[config.mk]
export PLATFORM = sky130hd
export DESIGN_NAME = issue_scheduler
export DESIGN_NICKNAME = d
export VERILOG_FILES = /design/src/rtl/issue_scheduler.sv
export SDC_FILE = /design/constraint.sdc
export NUM_CORES = 2
export LEC_CHECK = 0
export ABC_AREA = 1
export BUFFER_PORTS_ARGS = -buffer_cell sky130_fd_sc_hd__buf_4
export CORE_ASPECT_RATIO = 1.2
export CORE_UTILIZATION = 35
export DETAILED_ROUTE_END_ITERATION = 8
export PLACE_DENSITY = 0.61
export SETUP_SLACK_MARGIN = 0.5
export SLEW_MARGIN = 10
export SYNTH_ARGS = -nofsm -noshare
export SYNTH_HDL_FRONTEND = slang
export SYNTH_SLANG_ARGS = --single-unit
[constraint.sdc]
create_clock -name clk -period 20.5 [get_ports clk]
set_input_delay 5.125 -clock clk [delete_from_list [all_inputs] [get_ports clk]]
set_output_delay 5.125 -clock clk [all_outputs]
set_load 0.005 [all_outputs]
[src/rtl/issue_scheduler.sv]
`default_nettype none
// ============================================================================
//  Module      : issue_scheduler
//  Description : Select-and-issue controller for the out-of-order issue
//                queue. Picks at most one ready entry per issue port with a
//                per-port round-robin pointer, registers the pick into a
//                per-port issue slot (valid/ready handshake towards the FU)
//                and returns a one-cycle clear pulse per granted entry.
//  Revision    : 1.0 - initial release
// ============================================================================
module issue_scheduler #(
  parameter int IQ_SIZE     = 64,
  parameter int ISSUE_PORTS = 3,
  parameter int IDX_W       = $clog2(IQ_SIZE)
) (
  input  logic                         clk,
  input  logic                         rst,
  input  logic                         stall_in,
  input  logic                         flush,
  input  logic [IQ_SIZE-1:0]           req_valid,
  input  logic [2*IQ_SIZE-1:0]         req_class,
  input  logic [ISSUE_PORTS-1:0]       fu_ready,
  output logic [ISSUE_PORTS-1:0]       iss_valid,
  output logic [ISSUE_PORTS*IDX_W-1:0] iss_idx,
  output logic [IQ_SIZE-1:0]           issue_clr
);

  localparam logic [IQ_SIZE-1:0] c_one_hot_base = IQ_SIZE'(1);

  // Registered state: issue slots, clear pulses and round-robin pointers.
  logic [ISSUE_PORTS-1:0]            r_iss_valid;
  logic [ISSUE_PORTS-1:0][IDX_W-1:0] r_iss_idx;
  logic [IQ_SIZE-1:0]                r_issue_clr;
  logic [ISSUE_PORTS-1:0][IDX_W-1:0] r_rr;

  // Per-port combinational decisions gathered into packed vectors so a
  // single sequential process can update every slot.
  logic [ISSUE_PORTS-1:0]              w_grant;
  logic [ISSUE_PORTS-1:0]              w_xfer;
  logic [ISSUE_PORTS-1:0]              w_load_ok;
  logic [ISSUE_PORTS-1:0][IDX_W-1:0]   w_pick;
  logic [ISSUE_PORTS-1:0][IQ_SIZE-1:0] w_clr_by_port;
  logic [IQ_SIZE-1:0]                  w_clr_next;

  genvar gp;
  generate
    for (gp = 0; gp < ISSUE_PORTS; gp++) begin : g_port
      // Port gp serves FU class gp; the class field is two bits wide, so a
      // class value at or above ISSUE_PORTS simply never matches any port.
      localparam logic [1:0] c_cls = 2'(gp);

      logic [IQ_SIZE-1:0] w_cand;
      logic [IDX_W-1:0]   w_probe;
      logic [IDX_W-1:0]   w_sel;
      logic               w_any;

      // Candidate set: ready entries of this port's class that are not
      // already being cleared (the IQ has not dropped them yet).
      always_comb begin
        w_cand = '0;
        for (int i = 0; i < IQ_SIZE; i++) begin
          w_cand[i] = req_valid[i] && (req_class[2*i +: 2] == c_cls) && !r_issue_clr[i];
        end
      end

      // Round-robin pick: scan from the pointer upward with natural
      // modulo-IQ_SIZE wrap; iterating high-to-low lets the lowest offset win.
      always_comb begin
        w_any   = 1'b0;
        w_sel   = r_rr[gp];
        w_probe = '0;
        for (int j = IQ_SIZE - 1; j >= 0; j--) begin
          w_probe = r_rr[gp] + IDX_W'(j);
          if (w_cand[w_probe]) begin
            w_any = 1'b1;
            w_sel = w_probe;
          end
        end
      end

      assign w_load_ok[gp]     = !r_iss_valid[gp] || fu_ready[gp];
      assign w_xfer[gp]        = r_iss_valid[gp] && fu_ready[gp];
      assign w_grant[gp]       = w_load_ok[gp] && !stall_in && !flush && w_any;
      assign w_pick[gp]        = w_sel;
      assign w_clr_by_port[gp] = w_grant[gp] ? (c_one_hot_base << w_sel) : '0;
    end
  endgenerate

  // Merge per-port clear requests; classes are disjoint so bits never collide.
  always_comb begin
    w_clr_next = '0;
    for (int p = 0; p < ISSUE_PORTS; p++) begin
      w_clr_next = w_clr_next | w_clr_by_port[p];
    end
  end

  // Slot load, drain and pointer advance all happen at the same edge.
  always_ff @(posedge clk) begin
    if (rst) begin
      r_iss_valid <= '0;
      r_iss_idx   <= '0;
      r_issue_clr <= '0;
      r_rr        <= '0;
    end else begin
      // Grants are already suppressed by flush/stall, so this is zero then.
      r_issue_clr <= w_clr_next;
      for (int p = 0; p < ISSUE_PORTS; p++) begin
        if (flush) begin
          r_iss_valid[p] <= 1'b0;
        end else if (w_grant[p]) begin
          r_iss_valid[p] <= 1'b1;
          r_iss_idx[p]   <= w_pick[p];
          r_rr[p]        <= w_pick[p] + IDX_W'(1);
        end else if (w_xfer[p]) begin
          r_iss_valid[p] <= 1'b0;
        end
      end
    end
  end

  assign iss_valid = r_iss_valid;
  assign iss_idx   = r_iss_idx;
  assign issue_clr = r_issue_clr;

endmodule
`default_nettype wire

==> impl_metrics.toml <==
[yosys]
synth_cell_types = 50
netlist_instances = 7143
synth_ff_type = "dfxtp_1"
syn_area_um2 = 35340
synthTopCellsByArea = "nand2_1 24%, nand3_1 17%, a21oi_1 9.9%, inv_1 7.7%, nand4_1 6.6%"
ys_seq_area_share_pct = 5.835
yosysTopAreaCellShare_pct = 24.19
post_synth.cell_area_avg_um2 = 4.947
synthDominantAreaCellType = "nand2_1"
ys_ff_latch = 103
syn_nets = 7405
synth_edf_count = 0
synthArstFlopShare_pct = 0
yosysWarnings = 0

[clock_tree]
clock_latency_ns = 0.37
cts_tree = "built"
max-clock-path-buffers = 2
cts.sinks = 103
clk_pin_slew_worst_paths_ns = 0.07
htreeDepth = 3
cts_buffers = 9
cts_root_buf = "clkbuf_16"
ctsHoldBuffers = 0
cts_resized = 0
post_cts_buffers = 0

[critical_path]
path_class = "in2reg"
cp_slowest_stage_delay_ns = 0.59
worst_ep_arrival_time_ns = 14.48
critical_path.most_common_cell = "nand2_1"
cp_slowest_cell = "mux2i_1"
cp_num_buf_inv = 5
crit_path_end_kind = "flip-flop"
crit_family = "simple AND/OR/NAND/NOR gates"
worstSetupStartpointType = "input pin"
r2r_slack_ns = 9.49
r2r_cells = 66
path_max_fanout = 9
timing.rr.end = "issue_clr[47]"
required_ns = 20.80
r2r-start = "r_rr[12]"

[drt]
vias = 54320
viasPerCell = 6.364
antenna_left = 0
first_pass_iters = 7
drcViolationCount = 0
drtIter0Drc = 9110
wirelength_mm = 263.8
post_drt_wl_per_cell_um = 30.90

[final_layout]
nets = 7493
stdcell_area_um2 = 38700
layout-drive-gt1-share_pct = 8.181
fin_util_pct = 38.72
final_cell_mix = "2277 x nand2_1, 1188 x nand3_1, 728 x inv_1"
final_common_cell = "nand2_1"
area_delta_synth_final_pct = 9.522
fillers = 11620

[hold_path]
min_from = "iss_idx[15]"
whs_path_depth = 2
holdCritPathClass = "reg2reg"
min_to = "iss_idx[15]"

[placement]
gp_congestion = 1.097
dp_hpwl_mm = 210.0
dpl_cell_area_um2 = 38370
portBuffers = 283

[floorplanning]
die_h_um = 350.1
coreArea_um2 = 99950
fp.dieW_um = 292.1
io-pin-count = 284
dieArea_um2 = 102200
initial_core_util_pct = 35.35
fp-row-count = 127

[sta]
setup_violations = 0
clock_skew_ns = 0.01500
min_period_ns = 14.18
tns_ns = 0
rsz0062_at_grt = "no"
fin_crit_sh_pct = 69.18
finalHoldViolations = 0
slew_violations = 0
fmax_mhz = 70.51
slew_headroom_pct = 4.186
worstMarginPinSlew_ns = 1.422

[global_route]
antenna_found_initial = 18
grt_pass1_wl_mm = 360.4
grt_remaining_overflow = 0
grt_max_degree = 74
grt_usage_pct = 49.24
grt_pass1_vias = 47490

[run]
maxCapViolCount = 0

[run_status]
status = "finished clean"
==> worst reg2reg max path, delay by kind of cell (launching register included) <==
kind / cells / cell delay [ns]
buffers and inverters: 5 / 1.38
XOR/XNOR: 1 / 0.28
adder cells (fa/ha/maj): 3 / 1.53
AND/OR/NAND/NOR: 41 / 3.53
flip-flops: 1 / 0.85
AO/OA/AOI/OAI: 16 / 3.38
==> cell families (layout without fill, tap and decap cells) <==
kind of cell	Yosys count	count (layout)	share of synthesized area, %
and+or+nand+nor	4430	4430	54.85
DFF	103	103	5.835
buffers and inverters	1124	1217	13.21
xor gates and xnor gates	133	133	3.785
muxes	39	39	1.105
other	0	10	0
adders and majority gates	63	63	2.231
AOI/OAI and AO/OA	1251	1251	18.98
==> per-layer routing <==
| metal | global-route usage, % | part of all wire (%) | up-vias |
|---|---|---|---|
| met5 | 0 | 0.046 | - |
| met3 | 14.77 | 14 | 964 |
| li1 | - | - | 24110 |
| met4 | 36.55 | 9.1 | 16 |
| met1 | 61.40 | 37 | 24960 |
| met2 | 71.17 | 40 | 4272 |
==> registers in the layout (all words and copies together), names as in the netlist <==
register   flops
iss_idx       18
iss_valid      3
issue_clr     64
r_rr          18
==> per-stage QoR <==
step	hold slack [ns]	setup WS, ns	cells
2_1_floorplan	0.4618	9.992	7143
3_3_place_gp	0.4606	6.504	8510
3_5_place_dp	0.4703	6.542	8510
4_1_cts	0.4836	6.866	8526
5_1_grt	0.5193	6.027	8530
6_report	0.4792	6.318	8536
==> synthesized netlist by cell type (4+ instances only) <==
master    number
xor2_2        11
nor2_2         6
o21ai_1       87
buf_2        102
a31oi_1       58
xnor2_1        7
o211ai_1      59
buf_4         37
inv_2         64
ha_1          63
or2_2         14
o21ai_2        4
or2_1          6
xor2_1       109
clkbuf_1     141
nor4_1        40
a21oi_2        7
nand3_2       12
o21ai_0      277
nand4_1      373
o21a_1        34
nand2_2       21
a21oi_4        4
nand2_1     2277
mux2i_1       39
nor3_1         9
inv_1        729
o22ai_1        4
nand3_1     1188
clkinv_1       7
a21oi_1      701
dfxtp_1      103
nor2_1       479
buf_1         18
buf_6         22
o21bai_1       7
==> layout make-up <==
type / instances / area, um^2 / share of cell area (%)
tap: 1290 / 1614 / 4.171
clock inverter: 7 / 77.57 / 0.2005
timing repair buffer: 398 / 2988 / 7.721
sequential: 103 / 2077 / 5.367
antenna: 10 / 25.02 / 0.06466
multi-input combinational: 5916 / 28670 / 74.09
inverter: 803 / 3022 / 7.808
clock buffer: 9 / 225.2 / 0.5820
==> how the worst max path moves through the flow <==
| stage | to | depth (start not counted) | from |
|---|---|---|---|
| floorplan | issue_clr[15] | 84 | req_valid[19] |
| global placement | issue_clr[39] | 66 | req_class[64] |
| detailed placement | issue_clr[39] | 66 | req_class[64] |
| CTS | issue_clr[47] | 66 | req_class[64] |
| global route | issue_clr[15] | 66 | req_class[64] |
| finish | issue_clr[47] | 66 | req_class[64] |
Power is not shown: default switching activity piles up to over one toggle a cycle in this logic, so the estimate is an artifact.
